### config.mk
export PLATFORM = sky130hd
export DESIGN_NAME = mem_arbiter
export DESIGN_NICKNAME = d
export VERILOG_FILES = /design/src/rtl/mem_arbiter_pkg.sv /design/src/rtl/rr_arbiter2.sv /design/src/rtl/mem_arbiter.sv
export SDC_FILE = /design/constraint.sdc
export NUM_CORES = 1
export LEC_CHECK = 0
export CAP_MARGIN = 40
export CORE_MARGIN = 8
export CORE_UTILIZATION = 46
export DETAILED_ROUTE_END_ITERATION = 10
export PLACE_DENSITY = 0.91
export SYNTH_ARGS = -nofsm -noshare
export SYNTH_HDL_FRONTEND = slang
export SYNTH_SLANG_ARGS = --single-unit
### constraint.sdc
create_clock -name clk_in -period 2.89 [get_ports clk_in]
set_input_delay 0.578 -clock clk_in [delete_from_list [all_inputs] [get_ports clk_in]]
set_output_delay 0.578 -clock clk_in [all_outputs]
set_load 0.01 [all_outputs]
### src/rtl/mem_arbiter_pkg.sv
// Shared types for the two-requester memory arbiter: FSM states and the
// operation latched at grant time.
package mem_arbiter_pkg;

  // Transaction life cycle; exactly one transaction is in flight at a time.
  typedef enum logic [1:0] {
    IDLE    = 2'd0,
    ISSUE   = 2'd1,
    WAIT    = 2'd2,
    RESPOND = 2'd3
  } state_t;

  // Operation carried by the granted request.
  typedef enum logic {
    OP_READ  = 1'b0,
    OP_WRITE = 1'b1
  } op_t;

  // A requester raising read and write together is served as a read.
  function automatic op_t decode_op(input logic rd);
    return rd ? OP_READ : OP_WRITE;
  endfunction

endpackage

### src/rtl/rr_arbiter2.sv
// rr_arbiter2: combinational two-way round-robin pick. With a single request
// the requester wins outright; with both requesting, the one not granted last
// wins.
module rr_arbiter2 (
  input  logic [1:0] req,
  input  logic       last_grant,
  output logic       grant
);

  // Grant index selection; the value is only consumed when req is non-zero.
  always_comb begin
    // NOTE: every path assigns grant, starting from a default, so no latch is inferred.
    grant = 1'b0;
    if (&req) begin
      grant = ~last_grant;
    end else if (req[1]) begin
      grant = 1'b1;
    end
  end

endmodule

### src/rtl/mem_arbiter.sv
// mem_arbiter: shares one memory bus between a cpu (r0) and a video/DMA
// engine (r1). Requests are levels held until done; the arbiter grants one,
// issues a one-cycle dispatch, waits for mem_done (bounded by TIMEOUT) and
// returns a one-cycle completion pulse to the granted requester only.
module mem_arbiter #(
  parameter int ADDR_W  = 16,
  parameter int DATA_W  = 8,
  parameter int TIMEOUT = 255
) (
  input  logic              clk_in,
  input  logic              rst_in,
  // requester 0 (cpu)
  input  logic [ADDR_W-1:0] r0_addr,
  input  logic [DATA_W-1:0] r0_write_data,
  input  logic              r0_read,
  input  logic              r0_write,
  output logic [DATA_W-1:0] r0_read_data,
  output logic              r0_done,
  output logic              r0_error,
  // requester 1 (video/DMA)
  input  logic [ADDR_W-1:0] r1_addr,
  input  logic [DATA_W-1:0] r1_write_data,
  input  logic              r1_read,
  input  logic              r1_write,
  output logic [DATA_W-1:0] r1_read_data,
  output logic              r1_done,
  output logic              r1_error,
  // shared memory bus
  output logic [ADDR_W-1:0] mem_addr,
  output logic [DATA_W-1:0] mem_write_data,
  output logic              mem_dispatch_read,
  output logic              mem_dispatch_write,
  input  logic [DATA_W-1:0] mem_read_data,
  input  logic              mem_done
);
  import mem_arbiter_pkg::*;

  // The wait counter holds completed WAIT cycles, so its largest value is TIMEOUT-1.
  localparam int                CNT_W    = (TIMEOUT > 1) ? $clog2(TIMEOUT) : 1;
  localparam logic [CNT_W-1:0]  CNT_LAST = CNT_W'(TIMEOUT - 1);

  state_t            state;
  state_t            state_next;
  logic              last_grant;
  logic              grant;
  logic              gnt_idx;
  op_t               op;
  logic [ADDR_W-1:0] lat_addr;
  logic [DATA_W-1:0] lat_data;
  logic [DATA_W-1:0] rsp_data;
  logic              rsp_error;
  logic [CNT_W-1:0]  wait_cnt;
  logic [1:0]        req_vec;
  logic              any_req;
  logic              grant_rd;
  logic              timeout_hit;

  assign req_vec     = {r1_read | r1_write, r0_read | r0_write};
  assign any_req     = |req_vec;
  assign grant_rd    = grant ? r1_read : r0_read;
  // Terminal WAIT cycle: this is the TIMEOUT-th cycle spent waiting.
  assign timeout_hit = (wait_cnt == CNT_LAST);

  rr_arbiter2 u_rr_arbiter2 (
    .req        (req_vec),
    .last_grant (last_grant),
    .grant      (grant)
  );

  // State register; reset abandons any access in flight without a completion.
  always_ff @(posedge clk_in or negedge rst_in) begin
    // NOTE: state is updated with <= so every flop samples pre-edge values, avoiding simulation races.
    if (!rst_in) begin
      state <= IDLE;
    end else begin
      state <= state_next;
    end
  end

  // Next-state decode and all bus/requester outputs, which are pure functions of state.
  always_comb begin
    state_next         = state;
    mem_addr           = '0;
    mem_write_data     = '0;
    mem_dispatch_read  = 1'b0;
    mem_dispatch_write = 1'b0;
    r0_done            = 1'b0;
    r0_error           = 1'b0;
    r0_read_data       = '0;
    r1_done            = 1'b0;
    r1_error           = 1'b0;
    r1_read_data       = '0;

    case (state)
      IDLE: begin
        if (any_req) begin
          state_next = ISSUE;
        end
      end

      ISSUE: begin
        mem_addr           = lat_addr;
        mem_write_data     = lat_data;
        mem_dispatch_read  = (op == OP_READ);
        mem_dispatch_write = (op == OP_WRITE);
        state_next         = WAIT;
      end

      WAIT: begin
        mem_addr       = lat_addr;
        mem_write_data = lat_data;
        // mem_done wins over a coincident terminal count.
        if (mem_done || timeout_hit) begin
          state_next = RESPOND;
        end
      end

      RESPOND: begin
        if (gnt_idx) begin
          r1_done      = 1'b1;
          r1_error     = rsp_error;
          r1_read_data = rsp_data;
        end else begin
          r0_done      = 1'b1;
          r0_error     = rsp_error;
          r0_read_data = rsp_data;
        end
        state_next = IDLE;
      end

      default: state_next = IDLE;
    endcase
  end

  // Grant capture: latch the winner's index, op, address and write data.
  always_ff @(posedge clk_in or negedge rst_in) begin
    if (!rst_in) begin
      gnt_idx  <= 1'b0;
      op       <= OP_READ;
      lat_addr <= '0;
      lat_data <= '0;
    end else if (state == IDLE && any_req) begin
      gnt_idx  <= grant;
      op       <= decode_op(grant_rd);
      lat_addr <= grant ? r1_addr : r0_addr;
      lat_data <= grant ? r1_write_data : r0_write_data;
    end
  end

  // WAIT-cycle counter: cleared on grant, advances on each WAIT cycle without mem_done.
  always_ff @(posedge clk_in or negedge rst_in) begin
    if (!rst_in) begin
      wait_cnt <= '0;
    end else if (state == IDLE) begin
      wait_cnt <= '0;
    end else if (state == WAIT && !mem_done && !timeout_hit) begin
      wait_cnt <= wait_cnt + 1'b1;
    end
  end

  // Completion capture: read data on success, error flag on timeout.
  always_ff @(posedge clk_in or negedge rst_in) begin
    if (!rst_in) begin
      rsp_data  <= '0;
      rsp_error <= 1'b0;
    end else if (state == IDLE) begin
      rsp_data  <= '0;
      rsp_error <= 1'b0;
    end else if (state == WAIT) begin
      if (mem_done) begin
        rsp_data  <= (op == OP_READ) ? mem_read_data : '0;
        rsp_error <= 1'b0;
      end else if (timeout_hit) begin
        rsp_data  <= '0;
        rsp_error <= 1'b1;
      end
    end
  end

  // Round-robin history moves only when a transaction actually completes.
  always_ff @(posedge clk_in or negedge rst_in) begin
    if (!rst_in) begin
      last_grant <= 1'b1;
    end else if (state == RESPOND) begin
      last_grant <= gnt_idx;
    end
  end

endmodule

### After elaboration in Yosys (flattened, before gate mapping)

Cells that the tools add are included.

* word-level logic and storage cells: 71
* bits in registers: 46
* output and inout port bits: 46

* equality and inequality tests: 6
* bitwise logic cells: 4
* reductions and logical operators: 15
* mux-type cells: 36
* add/subtract/negate cells: 1

Operator list (count)
* 8-bit 2-to-1 mux: 13
* 16-bit 2-to-1 mux: 2
* 1-bit 2-to-1 mux: 18
* 8-bit by 1-bit adder with 8-bit output, second input constant: 1
* 8-bit == test, second input constant: 1
* 2-bit case mux with 4 select lines: 1
* 2-bit AND reduction: 3
* 2-bit == test, second input constant: 2
* 2-bit 2-to-1 mux: 2
* 2-bit != test, second input constant: 2
* 2-bit nonzero test: 2
* 2-bit OR reduction: 2
* 1-bit logical AND: 3
* 3-bit nonzero test: 1
* 2-bit by 1-bit == test with 1-bit output, second input constant: 1
* 1-bit zero test: 2
* 2-bit zero test: 1
* 1-bit NOT: 2
* 1-bit bitwise OR: 2
* 1-bit logical OR: 1

### Logic depth before layout (Yosys ltp)

* word-level depth: 5
* gate-level depth with buffers: 7
* depth with buffers taken out: 6

### Cells and area by module

A second synthesis with hierarchy kept.

* cells, all modules: 265
* area, all modules: 2553.7 µm²

By module, submodules not included
* mem_arbiter: area an instance 2542.4 µm², times used 1, cells an instance 264, sequential area each 1152.4 µm²
* rr_arbiter2: area an instance 11.3 µm², times used 1, cells an instance 1, sequential area each 0.0 µm²

### Least setup slack after synthesis

OpenSTA, ideal clock, no wires.

* kind: reg2out
* from: register state[0]
* to: output port mem_addr[0]
* data required time: 2.312 ns
* setup slack: 1.151 ns
* cell stages (with the launch flop): 5
* arrival time: 1.161 ns
* cells stage by stage: dfrtp_1 > inv_1 > ha_1 > clkbuf_1 > and2_1

* cells in the longest elaborated chain, start to end: 3
* elaborated cells on any way between the ends: 4

Ends and longest elaborated chain
* start: declaration: line mem_arbiter.sv:42 `state_t state;`
* start signal: assignment: line mem_arbiter.sv:76 `state <= state_next;`
* 2-bit == test / 2-bit by 1-bit == test with 1-bit output (equally long branches): line mem_arbiter.sv:94 `case (state)`
* 2-bit OR reduction (no line) (*)
* 16-bit 2-to-1 mux (*): line mem_arbiter.sv:94
* end: declaration: line mem_arbiter.sv:29 `output logic [ADDR_W-1:0] mem_addr,`

Every way passes the cells marked *; elsewhere a longest branch is shown, timed or not.

### Worst setup path after layout

* from: register state[0]
* to: output port r0_read_data[0]

* cells in the longest elaborated chain, start to end: 2

Ends and longest elaborated chain
* 2-bit == test: line mem_arbiter.sv:94
* 8-bit 2-to-1 mux: line mem_arbiter.sv:94
* end: declaration: line mem_arbiter.sv:17 `output logic [DATA_W-1:0] r0_read_data,`

No other way between the ends.

==> key figures <==
Clock network
  • Bufs on Longest Clock Path: 2
  • Clk_lat worst skew: slightly below 300 ps
  • Num CTS Buffers: 5
  • Reg clk slew, reported paths: 80 ps
  • CTS resizes: 0
  • Clock Sink Count: 46
  • TritonCTS clock tree: built
  • # Post-CTS Setup Buffers: 0
  • H-tree levels: 2
  • Clock root buffer: clkbuf_8
  • Cts hold-fix bufs: 0

Place
  • Post-DP HPWL: around 5300 um
  • Placement Setup Slack: around 500 ps
  • GPL Wtd Cong: 0.797
  • Port Buffers: approximately 110
  • Placed cell count: 443

Synthesis
  • Synth cell types: 33
  • Synth cell count leaders: dfrtp_1, and2_1, nand2_1
  • Post-Synthesis Cell Area: between 0.002 and 0.003 mm^2
  • Synth area leader: dfrtp_1
  • Number of warnings issued by yosys: 0
  • Syn Area/Cell: about 9.5 um^2
  • Count leader, synth: dfrtp_1
  • Post-synth top area share: about 43%
  • Most used DFF post-synth: dfrtp_1
  • Synth Instances: ~270
  • Fraction of registers with async set/reset: between 90% and 100%
  • Mapped Nets: about 340
  • Post-synth EDFFs: 0
  • Top post-synthesis cells by area: dfrtp_1, mux2i_1, and2_1
  • #FFs+latches synth: 46
  • Seq/Total Area, Yosys: 44.5%

Timing
  • Endpoints failing hold: 0
  • Max Fclk: ~0.37 GHz
  • Final max-slew violation count: 0
  • Final setup violation count: 0
  • Slew headroom: 62.5%
  • Actual slew at the worst max-slew pin: 559 ps
  • Min cycle time layout: roughly 2700 ps
  • Tcrit/Tclk final: around 92%
  • Skew final: 8.26 ps
  • RSZ-0062 raised after global routing: no
  • Final setup TNS: 0 ps
  • Final worst slack: roughly 220 ps

Layout
  • Share of layout cells above drive strength 1: 6.35%
  • Antenna Cells: 0
  • Final nets: 447
  • Area delta synth->final: 49.5%
  • Final Instance Count excl. Fillers: 450

Critical path
  • Critical Setup Path Class: flip-flop to output pin
  • Critical path startpoint category: flip-flop
  • Required time worst endpoint: approximately 2300 ps
  • WP buf/inv: 1
  • CP Capture Type: output pin
  • Crit-path max FO: 10
  • Crit path DAT: 2090 ps
  • Setup crit start: state[0]$_DFFE_PN0P_
  • CP delay by family, top: simple AND/OR/NAND/NOR gates
  • CP peak stage delay: approximately 550 ps
  • Reg2reg start: state[0]$_DFFE_PN0P_
  • CP Cell Sequence: ha_1, nor2b_1, and2_1, clkdlybuf4s50_1
  • Slowest-stage cell, CP: clkdlybuf4s50_1

Global routing
  • Overall Global Routing Usage: around 17%
  • Met2 global-route usage: 26.9%
  • Met3 Use GR: approximately 7.7%
  • Grt met1 use: 19.2%
  • Initial antenna violation count: 0
  • Vias in the first global route: ~2500
  • Largest net degree at the start of global routing: 49
  • GRT overflow: 0
  • Top Usage Layer GRT: met2
  • First-pass GRT wire length: about 11000 um

Floorplanning
  • Core ar.: ~0.0055 mm^2
  • Row Count: 27
  • I/O pin count: 109
  • Die height: slightly above 90 um
  • Initial Utilization: 47.3%
  • Die area: between 0.008 and 0.009 mm^2
  • DIE WIDTH: about 91 um

Power
  • Leakage power: 0.00171 uW
  • Power, Total: between 3000 and 4000 uW
  • Pwr/cell area: 903 mW/mm^2
  • Worst VDD drop: 502 uV

Drt
  • Drt drc: 0
  • Final wirelength: ~6800 um
  • Routed vias: around 2300
  • Vias/cell: ~5.2
  • Post-route ant nets: 0
  • Routed length per instance: 15.1 um
  • Initial DRC Count: 86
  • TritonRoute pass-1 iters: 4

Flow run
  • Max_cap viols: 0

Outcome
  • Status: completed

Hold path
  • Hold crit path type: input port to asynchronous set/reset pin
area by class of cell:
type / count / area (um^2)
repair buffers: 114 / 1150
inverters: 5 / 18.8
flip-flops and latches: 46 / 1150
clock buffers: 6 / 82.6
well taps: 72 / 90.1
multi-input cells: 206 / 1360
clock inverters: 1 / 30.0
fillers: 409 / 1600
final timing paths:
| path | to | slack (ps) | cells past startpoint |
|---|---|---|---|
| setup reg to reg | wait_cnt[3]$_DFFE_PN0P_ | 880 | 5 |
| setup / recovery | r0_read_data[0] | 220 | 4 |
| hold reg to reg | lat_data[1]$_DFFE_PN0P_ | 470 | 2 |
| min in group clk_in | lat_data[1]$_DFFE_PN0P_ | 470 | 2 |
| max in group asynchronous | last_grant$_DFFE_PN1P_ | 2060 | 2 |
| hold / removal | lat_addr[14]$_DFFE_PN0P_ | 240 | 1 |
power by group:
part | internal, uW | total, uW | switching, uW
clock | 277 | 483 | 207
combinational | 967 | 1910 | 944
sequential | 918 | 1100 | 184
worst reg2reg max path: cells and delay by family, from the launching register on:
kind,cells,cell delay (ps)
buf+inv,2,370
simple gates,1,370
fa+ha+maj,1,360
flops,1,420
mux,1,370
per-layer routing:
metal	wire length, um	vias to the layer above
met5	0	-
met4	65	0
met3	714	5
met2	3070	96
met1	2930	1073
li1	-	1157
metrics by stage:
step                      utilization [%]  instance area (um^2)  hold slack (ps)
after floorplan                         -                  2590              282
after global placement               68.0                  3720              452
after detailed placement             68.7                  3760              463
final                                70.8                  3870              244
after CTS                            70.8                  3870              257
after global routing                 70.8                  3870              276
flip-flops by register name (all words and copies together) (netlist names):
signal	flops
state	2
lat_data	8
last_grant	1
rsp_error	1
gnt_idx	1
wait_cnt	8
rsp_data	8
lat_addr	16
op	1
cells in the final DEF, fill, tap and decap left out, types with 3 or more instances in the layout:
master,count
a21oi_1,16
o31ai_1,3
o2bb2ai_1,9
inv_1,5
nor2_1,6
nand2_1,33
o21ai_0,26
and2_1,35
dfrtp_1,45
ha_1,6
clkdlybuf4s50_1,107
nor4_1,3
clkbuf_8,6
nand3_1,4
mux2i_1,25
buf_4,4
nor2b_1,6
and3_1,17
mux2_2,3
cells by family after synthesis:
family	share of synthesized area, %
fa+ha+maj	2.90
buf+inv	3.52
mux	11.0
simple gates	23.6
xor+xnor	0.338
compound gates	14.2
flops	44.5
Power figures use the tool's default switching activity.
